===== config.mk =====
export PLATFORM = sky130hd
export DESIGN_NAME = fmap_stream_sequencer
export DESIGN_NICKNAME = d
export VERILOG_FILES = /design/src/rtl/fmap_stream_sequencer.sv
export SDC_FILE = /design/constraint.sdc
export NUM_CORES = 1
export LEC_CHECK = 0
export ABC_AREA = 1
export ABC_CLOCK_PERIOD_IN_PS = 2900
export CORE_MARGIN = 2
export CORE_UTILIZATION = 33
export DETAILED_ROUTE_END_ITERATION = 6
export PLACE_DENSITY = 0.66
export SLEW_MARGIN = 20
export SYNTH_ARGS = -nofsm -noshare
export SYNTH_HDL_FRONTEND = slang
export SYNTH_SLANG_ARGS = --single-unit

===== constraint.sdc =====
create_clock -name clk -period 2.9 [get_ports clk]
set_input_delay 0.58 -clock clk [delete_from_list [all_inputs] [get_ports clk]]
set_output_delay 0.58 -clock clk [all_outputs]
set_load 0.01 [all_outputs]

===== src/rtl/fmap_stream_sequencer.sv =====
// Feature-map stream sequencer: forwards one frame of source pixels to the line
// buffer, appends the bottom zero-padding rows, then waits for the window count.
// Latency: one registered cycle from an accepted pixel to buf_valid/buf_data.
// Backpressure: src_ready is high only in STREAM; there is no backpressure from
// the line buffer side.
// Ports:
//   clk, rstn          clock and synchronous active-low reset
//   start, abort       frame start pulse (IDLE only), synchronous frame abort
//   src_valid/ready    source pixel handshake, src_data carries the pixel word
//   buf_valid/data     pixel strobe and word towards the line buffer
//   win_ready          window-produced strobe from the line buffer
//   win_cnt            windows received in the current frame (saturating)
//   busy, frame_done   not-IDLE status and one-cycle completion pulse
//   drain_err          sticky flag: windows did not arrive within DRAIN_MAX cycles
module fmap_stream_sequencer #(
  parameter int NW        = 32,
  parameter int NH        = 32,
  parameter int KER_SIZE  = 3,
  parameter int PAD       = 1,
  parameter int STRIDE    = 1,
  parameter int DW        = 24,
  parameter int DRAIN_MAX = 256,
  localparam int OW       = (NW + 2 * PAD - KER_SIZE) / STRIDE + 1,
  localparam int OH       = (NH + 2 * PAD - KER_SIZE) / STRIDE + 1,
  localparam int NWIN     = OH * OW,
  localparam int WCW      = $clog2(NWIN + 1)
) (
  input  logic           clk,
  input  logic           rstn,
  input  logic           start,
  input  logic           abort,
  input  logic           src_valid,
  input  logic [DW-1:0]  src_data,
  output logic           src_ready,
  output logic           buf_valid,
  output logic [DW-1:0]  buf_data,
  input  logic           win_ready,
  output logic [WCW-1:0] win_cnt,
  output logic           busy,
  output logic           frame_done,
  output logic           drain_err
);

  localparam int CW   = (NW > 1) ? $clog2(NW) : 1;
  localparam int RW   = $clog2(NH + 1);
  localparam int PADN = PAD * NW;
  localparam int PCW  = (PADN > 1) ? $clog2(PADN) : 1;
  localparam int DCW  = $clog2(DRAIN_MAX + 1);

  if (OW < 1 || OH < 1) begin : g_bad_geometry
    $error("fmap_stream_sequencer: output frame is empty (OW=%0d OH=%0d)", OW, OH);
  end
  if (KER_SIZE != 2 && KER_SIZE != 3 && KER_SIZE != 5 && KER_SIZE != 7) begin : g_bad_kernel
    $error("fmap_stream_sequencer: KER_SIZE=%0d is not one of 2, 3, 5, 7", KER_SIZE);
  end
  if (DRAIN_MAX < 1) begin : g_bad_drain
    $error("fmap_stream_sequencer: DRAIN_MAX must be at least 1");
  end

  typedef enum logic [2:0] {
    S_IDLE,
    S_STREAM,
    S_PAD_BOTTOM,
    S_DRAIN,
    S_DONE
  } state_t;

  state_t         state, state_nxt;
  logic [CW-1:0]  col;
  logic [RW-1:0]  row;
  logic [PCW-1:0] pad_cnt;
  logic [DCW-1:0] drain_cnt;

  logic           accept;
  logic           last_px;
  logic           pad_last;
  logic           drain_last;
  logic           win_inc;
  logic [WCW-1:0] win_cnt_sum;
  logic           start_frame;
  logic           drain_to;

  assign src_ready  = (state == S_STREAM);
  assign busy       = (state != S_IDLE);
  assign frame_done = (state == S_DONE);

  assign accept     = src_valid && src_ready;
  assign last_px    = (row == RW'(NH - 1)) && (col == CW'(NW - 1));
  assign pad_last   = (pad_cnt == PCW'(PADN - 1));
  assign drain_last = (drain_cnt == DCW'(DRAIN_MAX - 1));

  // Window count saturates at the frame total; the sum is what DRAIN tests so
  // a window arriving in the same cycle completes the frame immediately.
  assign win_inc     = busy && win_ready && (win_cnt != WCW'(NWIN));
  assign win_cnt_sum = win_cnt + WCW'(win_inc);

  always_ff @(posedge clk) begin
    if (!rstn) begin
      state <= S_IDLE;
    end else begin
      state <= state_nxt;
    end
  end

  always_comb begin
    state_nxt   = state;
    start_frame = 1'b0;
    drain_to    = 1'b0;
    case (state)
      S_IDLE: begin
        if (start) begin
          state_nxt   = S_STREAM;
          start_frame = 1'b1;
        end
      end
      S_STREAM: begin
        if (accept && last_px) begin
          state_nxt = (PAD > 0) ? S_PAD_BOTTOM : S_DRAIN;
        end
      end
      S_PAD_BOTTOM: begin
        if (pad_last) begin
          state_nxt = S_DRAIN;
        end
      end
      S_DRAIN: begin
        // Completion wins over a timeout landing in the same cycle.
        if (win_cnt_sum == WCW'(NWIN)) begin
          state_nxt = S_DONE;
        end else if (drain_last) begin
          state_nxt = S_DONE;
          drain_to  = 1'b1;
        end
      end
      S_DONE: begin
        state_nxt = S_IDLE;
      end
      default: begin
        state_nxt = S_IDLE;
      end
    endcase
    if (abort) begin
      state_nxt   = S_IDLE;
      start_frame = 1'b0;
      drain_to    = 1'b0;
    end
  end

  always_ff @(posedge clk) begin
    if (!rstn) begin
      buf_valid <= 1'b0;
      buf_data  <= '0;
      col       <= '0;
      row       <= '0;
      pad_cnt   <= '0;
      drain_cnt <= '0;
      win_cnt   <= '0;
      drain_err <= 1'b0;
    end else begin
      // Pixel path: registered copy of the accepted pixel, or zeros while
      // emitting bottom padding; data holds when nothing is emitted.
      buf_valid <= 1'b0;
      if (!abort) begin
        if (accept) begin
          buf_valid <= 1'b1;
          buf_data  <= src_data;
        end else if (state == S_PAD_BOTTOM) begin
          buf_valid <= 1'b1;
          buf_data  <= '0;
        end
      end

      if (start_frame) begin
        col       <= '0;
        row       <= '0;
        pad_cnt   <= '0;
        drain_cnt <= '0;
        win_cnt   <= '0;
        drain_err <= 1'b0;
      end else begin
        if (accept && !abort) begin
          if (col == CW'(NW - 1)) begin
            col <= '0;
            row <= row + 1'b1;
          end else begin
            col <= col + 1'b1;
          end
        end
        if (state == S_PAD_BOTTOM) begin
          pad_cnt <= pad_last ? '0 : pad_cnt + 1'b1;
        end
        if (state == S_DRAIN) begin
          drain_cnt <= drain_cnt + 1'b1;
        end
        if (win_inc) begin
          win_cnt <= win_cnt + 1'b1;
        end
        if (drain_to) begin
          drain_err <= 1'b1;
        end
      end
    end
  end

endmodule


==> flow_summary.ini <==
[logic_synthesis]
yosysWarningCount = 0
synth_nets = 475
synth_cell_types = 38
netlist_area_mm2 = 0.00315
netlist_instances = 434
ys_seq_elements = 65
synth_area_leaders = dfxtp_1 41%, nand2_1 13%, a21oi_1 7.5%
seq_area_frac_synth_pct = 41.4
yosysTopAreaCell = dfxtp_1
avgSynthCellArea_um2 = 7.25
yosysTopAreaCellShare_pct = 41.4

[clock_tree]
htree_levels = 3
cts_buffer_depth = 2
clock-root-buffer = clkbuf_8
cts.sinks = 65
cts_resized = 0
cts_tree = built
clkSlewWorstSetupHoldPaths_ns = 0.07
post-cts-setup-buffer-count = 0
cts_buffers = 9
clk_latency_ns = 0.36
cts_hold_buf = 0

[sta]
setup_violations = 0
max-slew-margin-rel_pct = 63.6
max_freq_mhz = 394
clock-skew-final_ns = 0.0125
fin_ws_ns = 0.361
fin_crit_ns = 2.54
fin_crit_sh_pct = 87.6
setup-tns-final_ns = 0
maxSlewViolCount = 0
grt_setup_unrepaired = false
finalHoldViolations = 0
tightest_slew_ns = 0.545

[worst_setup_path]
r2r_setup_slack_ns = 0.38
reg2reg_to = state[0]
cp-start-kind = input port
cp-end-kind = flop
criticalPathCategory = input port to flop
crit_fanout = 4
cp.required_ns = 3.16
cp_data_arrival_time_ns = 2.80
r2r-start = win_cnt[1]
rr_worst_depth = 17

[final_layout]
drive_above_1_share_pct = 8.56
n_antenna_cell = 0
syn_to_final_growth_pct = 33.4
fillers = 921
nNetsFinal = 550
utilization_pct = 45.4
multi_input_area_mm2 = 0.00155
layout_common_cells = 106 x nand2_1, 69 x clkdlybuf4s50_1, 65 x dfxtp_1
final_common_cell = nand2_1
fin_cells = 643
regArea_mm2 = 0.00130

[hold_path]
whs_path_depth = 1
hp-start = row[5]
worstHoldPathType = flop to flop
hold_path_end = row[5]

[floorplanning]
rows = 35
die_h_um = 102
coreArea_mm2 = 0.00924
start_util_pct = 34.1
dieArea_mm2 = 0.0103
die_x_um = 102
ios = 70

[power_and_ir_drop]
power.density_mw_per_mm2 = 466
p_leak_nw = 1.54
finalPower_w = 0.00196
vdd_drop_max_uv = 234

[global_routing]
grt_remaining_overflow = 0
grt_pass1_vias = 2818
grt_max_degree = 27
track_usage_pct = 15.6
antenna_found_initial = 0
grt_first_pass_wirelength_um = 12800

[run]
drv_cap = 0

[drt]
drt_iter0_markers = 117
firstDrtPassIters = 4
num_vias = 2976
via_per_inst = 4.63
wire_per_inst_um = 11.8
wl_um = 7600
drtAntennaViolNets = 0
drc = 0

[place]
port_buffers = 69
post-place-ws_ns = 0.0235
dp.cells = 627
gp_congestion = 0.885
dp_hpwl_um = 5590

[outcome]
status = completed
## through the flow
| stage | cell area (um2) | hold WS, ns |
|---|---|---|
| 6_report | 4200 | 0.449 |
| 2_1_floorplan | 3150 | 0.420 |
| 3_5_place_dp | 3970 | 0.440 |
| 3_3_place_gp | 3970 | 0.434 |
| 4_1_cts | 4200 | 0.453 |
| 5_1_grt | 4200 | 0.460 |
## how the worst max path moves through the flow
stage	start	end	slack [ns]	cells past startpoint
3_3_place_gp	win_ready	state[0]	0.17	17
6_report	win_ready	state[0]	0.36	17
5_1_grt	win_cnt[1]	state[0]	0.09	17
3_5_place_dp	win_ready	state[0]	0.02	17
2_1_floorplan	win_cnt[0]	state[0]	0.43	18
4_1_cts	win_ready	state[0]	0.37	17
## metal layers
layer	up-vias	part of all wire [%]	track usage, %
li1	1555	-	-
met5	-	0	0
met2	42	49	24.6
met4	0	1.9	7.28
met3	14	3.5	4.00
met1	1365	46	19.9
## where the power goes
part	internal (W)	leakage (nW)	switching, W
combinational	0.0000780	0.908	0.0000823
sequential	0.000902	0.524	0.00000684
clock	0.000510	0.113	0.000378
total	0.00149	1.54	0.000467
## critical path, cell delays in order
cell and delay [ns]:
clkdlybuf4s50_1 0.46, inv_1 0.04, nor2_1 0.09, o21a_1 0.15
ha_1 0.23, ha_1 0.22, inv_1 0.07, nor2_1 0.21
nand3_1 0.11, nand2_1 0.09, nand2_1 0.05, nor2_1 0.08
nand3_1 0.11, nand2_1 0.12, nand3_1 0.08, nand2_1 0.06
inv_1 0.03
## flip-flops by register name, indices dropped and copies added, names as in the netlist
name	cells
buf_data	24
buf_valid	1
col	5
drain_cnt	9
drain_err	1
pad_cnt	5
row	6
state	3
win_cnt	11
## cells by family (layout without fill, tap and decap cells)
group	Yosys count	count (layout)	synth area share [%]
and+or+nand+nor	206	206	30.3
AOI/OAI and AO/OA	78	78	13.0
buffers and inverters	69	149	9.50
DFF	65	65	41.4
adders and majority gates	11	11	4.37
xor gates and xnor gates	5	5	1.39
## final cells by class
type	instances	area share, %
Tap cell	129	3.85
Clock inverter	6	2.15
Timing Repair Buffer	77	17.9
Sequential cell	65	31.0
Inverter	56	5.01
Multi-Input combinational cell	300	36.8
Clock buffer	10	3.28
## synth_stat cells (all sizes together)
master and number:
nand2 109, dfxtp 65, inv 55, a21oi 47
nor2 43, nand3 23, o21ai 23, nor3 12
buf 11, ha 11, nand4 7, and3 4
nor3b 4, xor2 4, a31oi 3, o21a 3
clkbuf 2, nor4 2, or2 2, a211oi 1
clkinv 1, o21bai 1, xnor2 1
No activity file was read; power rests on OpenSTA's default activity.
==> variant 1, RTL diff (same flow settings) <==
The 5 states of `state_t` get a one-hot encoding in 5 bits.
--- a/src/rtl/fmap_stream_sequencer.sv
+++ b/src/rtl/fmap_stream_sequencer.sv
@@ -57,12 +57,12 @@
     $error("fmap_stream_sequencer: DRAIN_MAX must be at least 1");
   end
 
-  typedef enum logic [2:0] {
-    S_IDLE,
-    S_STREAM,
-    S_PAD_BOTTOM,
-    S_DRAIN,
-    S_DONE
+  typedef enum logic [4:0] {
+    S_IDLE       = 5'b00001,
+    S_STREAM     = 5'b00010,
+    S_PAD_BOTTOM = 5'b00100,
+    S_DRAIN      = 5'b01000,
+    S_DONE       = 5'b10000
   } state_t;
 
   state_t         state, state_nxt;
Behaviour: same outputs for any inputs over 4 cycles, from zero or initial values and one cycle with rstn low; so few cycles prove little.
==> variant 1 against the unedited design <==
Fmax down 3.4%; synthesized cell count up 3.7%; global-route usage down 0.16 points; sequential cell count up 2; wire length up 6.3%; critical path type is now flop to flop; design area up 1.4%; worst setup slack worse by 89 ps; power down 3.0%; sequential share of layout area up 0.54 points; area after synthesis up 1.9%; hold slack better by 2.8 ps.
==> variant 1: results (changes against the unedited design) <==
Synthesis
  – Syn_nets: 491 (+3.4%)
  – Synth warn: 0 (unchanged)
  – Synth async-reset ratio: 0% (unchanged)
  – Synth Flop Type: dfxtp_1
  – Largest cells by area after synthesis: dfxtp_1, nand2_1, a21oi_1, inv_1, nor2_1
  – Post-synth top cells: nand2_1, dfxtp_1, a21oi_1, inv_1, nor2_1
  – Sequential fraction of the synthesis area: 41.84% (+0.49 points)
  – Yosys cell types: 31 (-18%)

Finish
  – Fin nets: 567 (+3.1%)
  – Bufs w/o clock: 78 (+1.3%)
  – Comb_multi_in: 317 (+5.7%)
  – Multi-input logic area: 1594 µm² (+3.1%)
  – Ratio of cells with drive above 1 in the final layout: 7.533% (-1.0 points)
  – Layout clock area frac: 4.733% (-0.69 points)
  – Area Overhead vs Synth: 32.79%
  – Buffering overhead: 17.81% (-0.071 points)
  – Logic inverters: 53 (-5.4%)
  – Fill count: 906 (-1.6%)
  – Sequential cell area: 1343 µm² (+3.2%)
  – Biggest regs: buf_data: 24 flops, win_cnt: 11 flops, drain_cnt: 9 flops

Route
  – Avg WL per Cell: 12.25 µm (+3.6%)
  – Detailed Route Iter0 Violations: 91 (-22%)
  – Vias per cell: 4.671 (+0.93%)
  – First-pass DRT Iterations: 4 (unchanged)

Power
  – Int Pwr: 1.405 mW (-5.7%)
  – P_leak: 1.555 nW (+0.64%)
  – VDD IR max: 0.0002055 V (-12%)

Placed design
  – Port-buffer cells: 69 (unchanged)
  – Setup slack at placement: 99.28 ps (+75.79 ps)
  – Placed wire-length estimate: 5941 µm (+6.3%)
  – Final Wtd Congestion: 0.8891 (+0.45%)

Global routing
  – Antenna violations before repair: 0 (unchanged)
  – First-pass GRT wire length: 12810 µm (-0.32%)
  – Number of global-route vias before repair: 2811 (-0.25%)
  – Total GRT Usage: 15.45% (-0.16 points)
  – Pin count of the biggest net entering global routing: 29 (+7.4%)

Clocking
  – Number of buffers created by CTS: 9 (unchanged)
  – Post-CTS sizing: 0 (unchanged)
  – Clock Path Buffers: 2 (unchanged)
  – Worst skew pair latency: 350 ps
  – Sinks on Clock Net: 67 (+3.1%)
  – Clock root buffer: clkbuf_8
  – Worst-path clk slew: 70 ps (about the same)
  – Post-CTS Setup Inserts: 0 (unchanged)

Worst setup path
  – CP top delay family: simple AND/OR/NAND/NOR gates
  – CP peak stage delay: 310 ps (-150 ps)
  – Slowest cell on crit path: dfxtp_1
  – Worst-path fanout max: 4 (unchanged)
  – Crit path DAT: 2910 ps (+110 ps)

Timing
  – Clock skew: 12.63 ps (+0.1572 ps)
  – Pin slew with the least headroom to its limit: 780.0 ps (+235.2 ps)
  – Setup_tns: 0 ps (unchanged)

Worst hold path
  – Hold Crit Class: flop to flop

Status
  – Outcome: complete, no violations
## variant 1: path summary, 6_finish.rpt
check / end / cells after the start / slack (ps) / startpoint
setup / recovery: state[1] / 22 / 270 / win_cnt[0]
hold / removal: drain_cnt[6] / 1 / 450 / drain_cnt[6]
hold reg to reg: drain_cnt[6] / 1 / 450 / drain_cnt[6]
setup reg to reg: state[1] / 22 / 270 / win_cnt[0]
## variant 1: per-stage QoR
stage | cell area [µm²] | util, % | total power, mW | cells
detailed placement | 4051 | 43.43 | 1.114 | 644
finish | 4257 | 45.63 | 1.899 | 660
floorplan | 3206 | - | 1.032 | 450
global route | 4257 | 45.63 | 1.977 | 660
global placement | 4051 | 43.43 | 1.111 | 644
CTS | 4253 | 45.59 | 1.919 | 660
## variant 1: logic make-up (layout without fill, tap and decap cells)
family / Yosys count / after routing / synth area share [%]
compound gates: 74 / 74 / 12.22
fa+ha+maj: 11 / 11 / 4.293
buf+inv: 66 / 147 / 8.509
simple gates: 219 / 219 / 29.59
flops: 67 / 67 / 41.84
xor+xnor: 13 / 13 / 3.552
## variant 1: worst register-to-register path, delay by kind of cell (launching register included)
kind,cells,cell delay (ps)
and+or+nand+nor,17,1410
adders and majority gates,3,660
DFF,1,310
buffers and inverters,2,160
## variant 1: per-layer routing
metal / global-route usage, % / wire [µm]
met1: 19.40 / 3651
met2: 26.14 / 4039
met3: 3.797 / 289
met4: 4.923 / 106
met5: 0 / 0
## variant 1: power groups by stage
| stage | sequential (mW) | combinational, mW | clock, mW |
|---|---|---|---|
| after global placement | 0.955 | 0.156 | 0 |
| after CTS | 0.933 | 0.159 | 0.826 |
| after detailed placement | 0.955 | 0.159 | 0 |
| after floorplan | 0.956 | 0.0761 | 0 |
| final | 0.934 | 0.158 | 0.808 |
| after global routing | 0.935 | 0.175 | 0.868 |
==> variant 2, RTL diff (same settings) <==
Without the edit above. `DW`: 24 -> 12.
--- a/src/rtl/fmap_stream_sequencer.sv
+++ b/src/rtl/fmap_stream_sequencer.sv
@@ -18,7 +18,7 @@
   parameter int KER_SIZE  = 3,
   parameter int PAD       = 1,
   parameter int STRIDE    = 1,
-  parameter int DW        = 24,
+  parameter int DW        = 12,
   parameter int DRAIN_MAX = 256,
   localparam int OW       = (NW + 2 * PAD - KER_SIZE) / STRIDE + 1,
   localparam int OH       = (NH + 2 * PAD - KER_SIZE) / STRIDE + 1,
Ports: changed (resized buf_data and src_data); port bits go from 70 to 46. The function was not compared with the original's and may differ.
==> variant 2 against the unedited design <==
Worst setup slack got worse by 44 ps; final cell count decreased by 15%; synthesized cell count fell by 11%; area after synthesis down 11%; sequential cell count shrank 12; wire length shrank 19%; design area shrank 17%; power down 27%; critical path type is now flop to flop; largest power group unchanged; highest routed layer unchanged.
==> variant 2: results (changes against the unedited design) <==
Clocking
  – Worst skew pair latency: 310 ps (-50 ps)
  – Number of buffers created by CTS: 5 (-4)
  – Worst-path clk slew: 100 ps (+30 ps)

Worst setup path
  – Worst Setup SP: win_cnt[1]
  – Reg-to-reg setup timing slack: 320 ps (-60 ps)
  – Worst-path fanout max: 6 (+2)
  – Slowest cell on crit path: dfxtp_1
  – Worst reg2reg path depth: 18 (+1)
  – CP peak stage delay: 480 ps (+20 ps)

Synthesis
  – Post-synth top cells: nand2_1, dfxtp_1, inv_1, a21oi_1, nor2_1
  – Largest cells by area after synthesis: dfxtp_1, nand2_1, a21oi_1, inv_1, ha_1

Finish
  – Fin nets: 467 (-15%)
  – Biggest regs: buf_data: 12 flops, win_cnt: 11 flops, drain_cnt: 9 flops
  – Max reg flops: 12 (-50%)
  – Fill count: 827 (-10%)

Power
  – P_leak: 1.284 nW (-17%)
  – VDD IR max: 0.0001964 V (-16%)

Route
  – Vias: 2532 (-15%)

Global routing
  – Number of global-route vias before repair: 2270 (-19%)
  – Pin count of the biggest net entering global routing: 19 (-30%)
  – Total GRT Usage: 13.77% (-1.8 points)
  – First-pass GRT wire length: 10250 µm (-20%)

Timing
  – Relative slew slack: 75.30% (+12 points)
  – Clock skew: 8.693 ps (-3.781 ps)

Status
  – Outcome: complete, no violations

Placed design
  – Final Wtd Congestion: 0.8679 (-1.9%)
[variant 2: layer usage]
| metal | up-vias | track usage [%] | routed length (µm) |
|---|---|---|---|
| li1 | 1351 | - | - |
| met1 | 1143 | 18.05 | 2897 |
| met2 | 29 | 22.74 | 3039 |
| met3 | 9 | 2.428 | 113 |
| met4 | 0 | 4.643 | 112 |
| met5 | - | 0 | 0 |
[variant 2: report_power, final]
part | leakage [nW] | internal [mW] | switching [mW]
Clock | 0.0574 | 0.281 | 0.252
Sequential | 0.427 | 0.735 | 0.00691
Combinational | 0.799 | 0.0643 | 0.0828
Total | 1.28 | 1.08 | 0.342
[variant 2: final cells by class]
| cell class | count | area share (%) |
|---|---|---|
| Multi-Input combinational cell | 276 | 42.40 |
| Sequential cell | 53 | 30.39 |
| Timing Repair Buffer | 54 | 14.84 |
| Inverter | 48 | 5.161 |
| Tap cell | 105 | 3.763 |
| Clock buffer | 6 | 2.366 |
| Clock inverter | 2 | 1.075 |
[variant 2: through the flow]
stage / worst slack [ps] / power, mW / instance area, µm² / instances / utilization (%)
2_1_floorplan: 353.7 / 0.8430 / 2803 / 388 / -
5_1_grt: 9.145 / 1.481 / 3491 / 544 / 42.49
3_3_place_gp: 149.7 / 0.9061 / 3371 / 536 / 41.02
4_1_cts: 289.0 / 1.441 / 3491 / 544 / 42.49
6_report: 316.7 / 1.423 / 3491 / 544 / 42.49
3_5_place_dp: 64.14 / 0.9080 / 3371 / 536 / 41.02
[variant 2: worst min-delay path by stage]
stage / start / to / slack (ps) / cells past startpoint
after floorplan: row[4] / row[4] / 410 / 1
after global placement: row[4] / row[4] / 420 / 1
after detailed placement: row[4] / row[4] / 430 / 1
after CTS: row[4] / row[4] / 450 / 1
after global routing: row[4] / row[4] / 460 / 1
final: row[4] / row[4] / 460 / 1
[variant 2: kinds of logic after synthesis]
logic type	Yosys count	synth area share (%)
buffers and inverters	59	9.330
adders and majority gates	11	4.911
xor gates and xnor gates	10	3.125
and+or+nand+nor	189	31.12
AOI/OAI and AO/OA	66	13.66
DFF	53	37.86
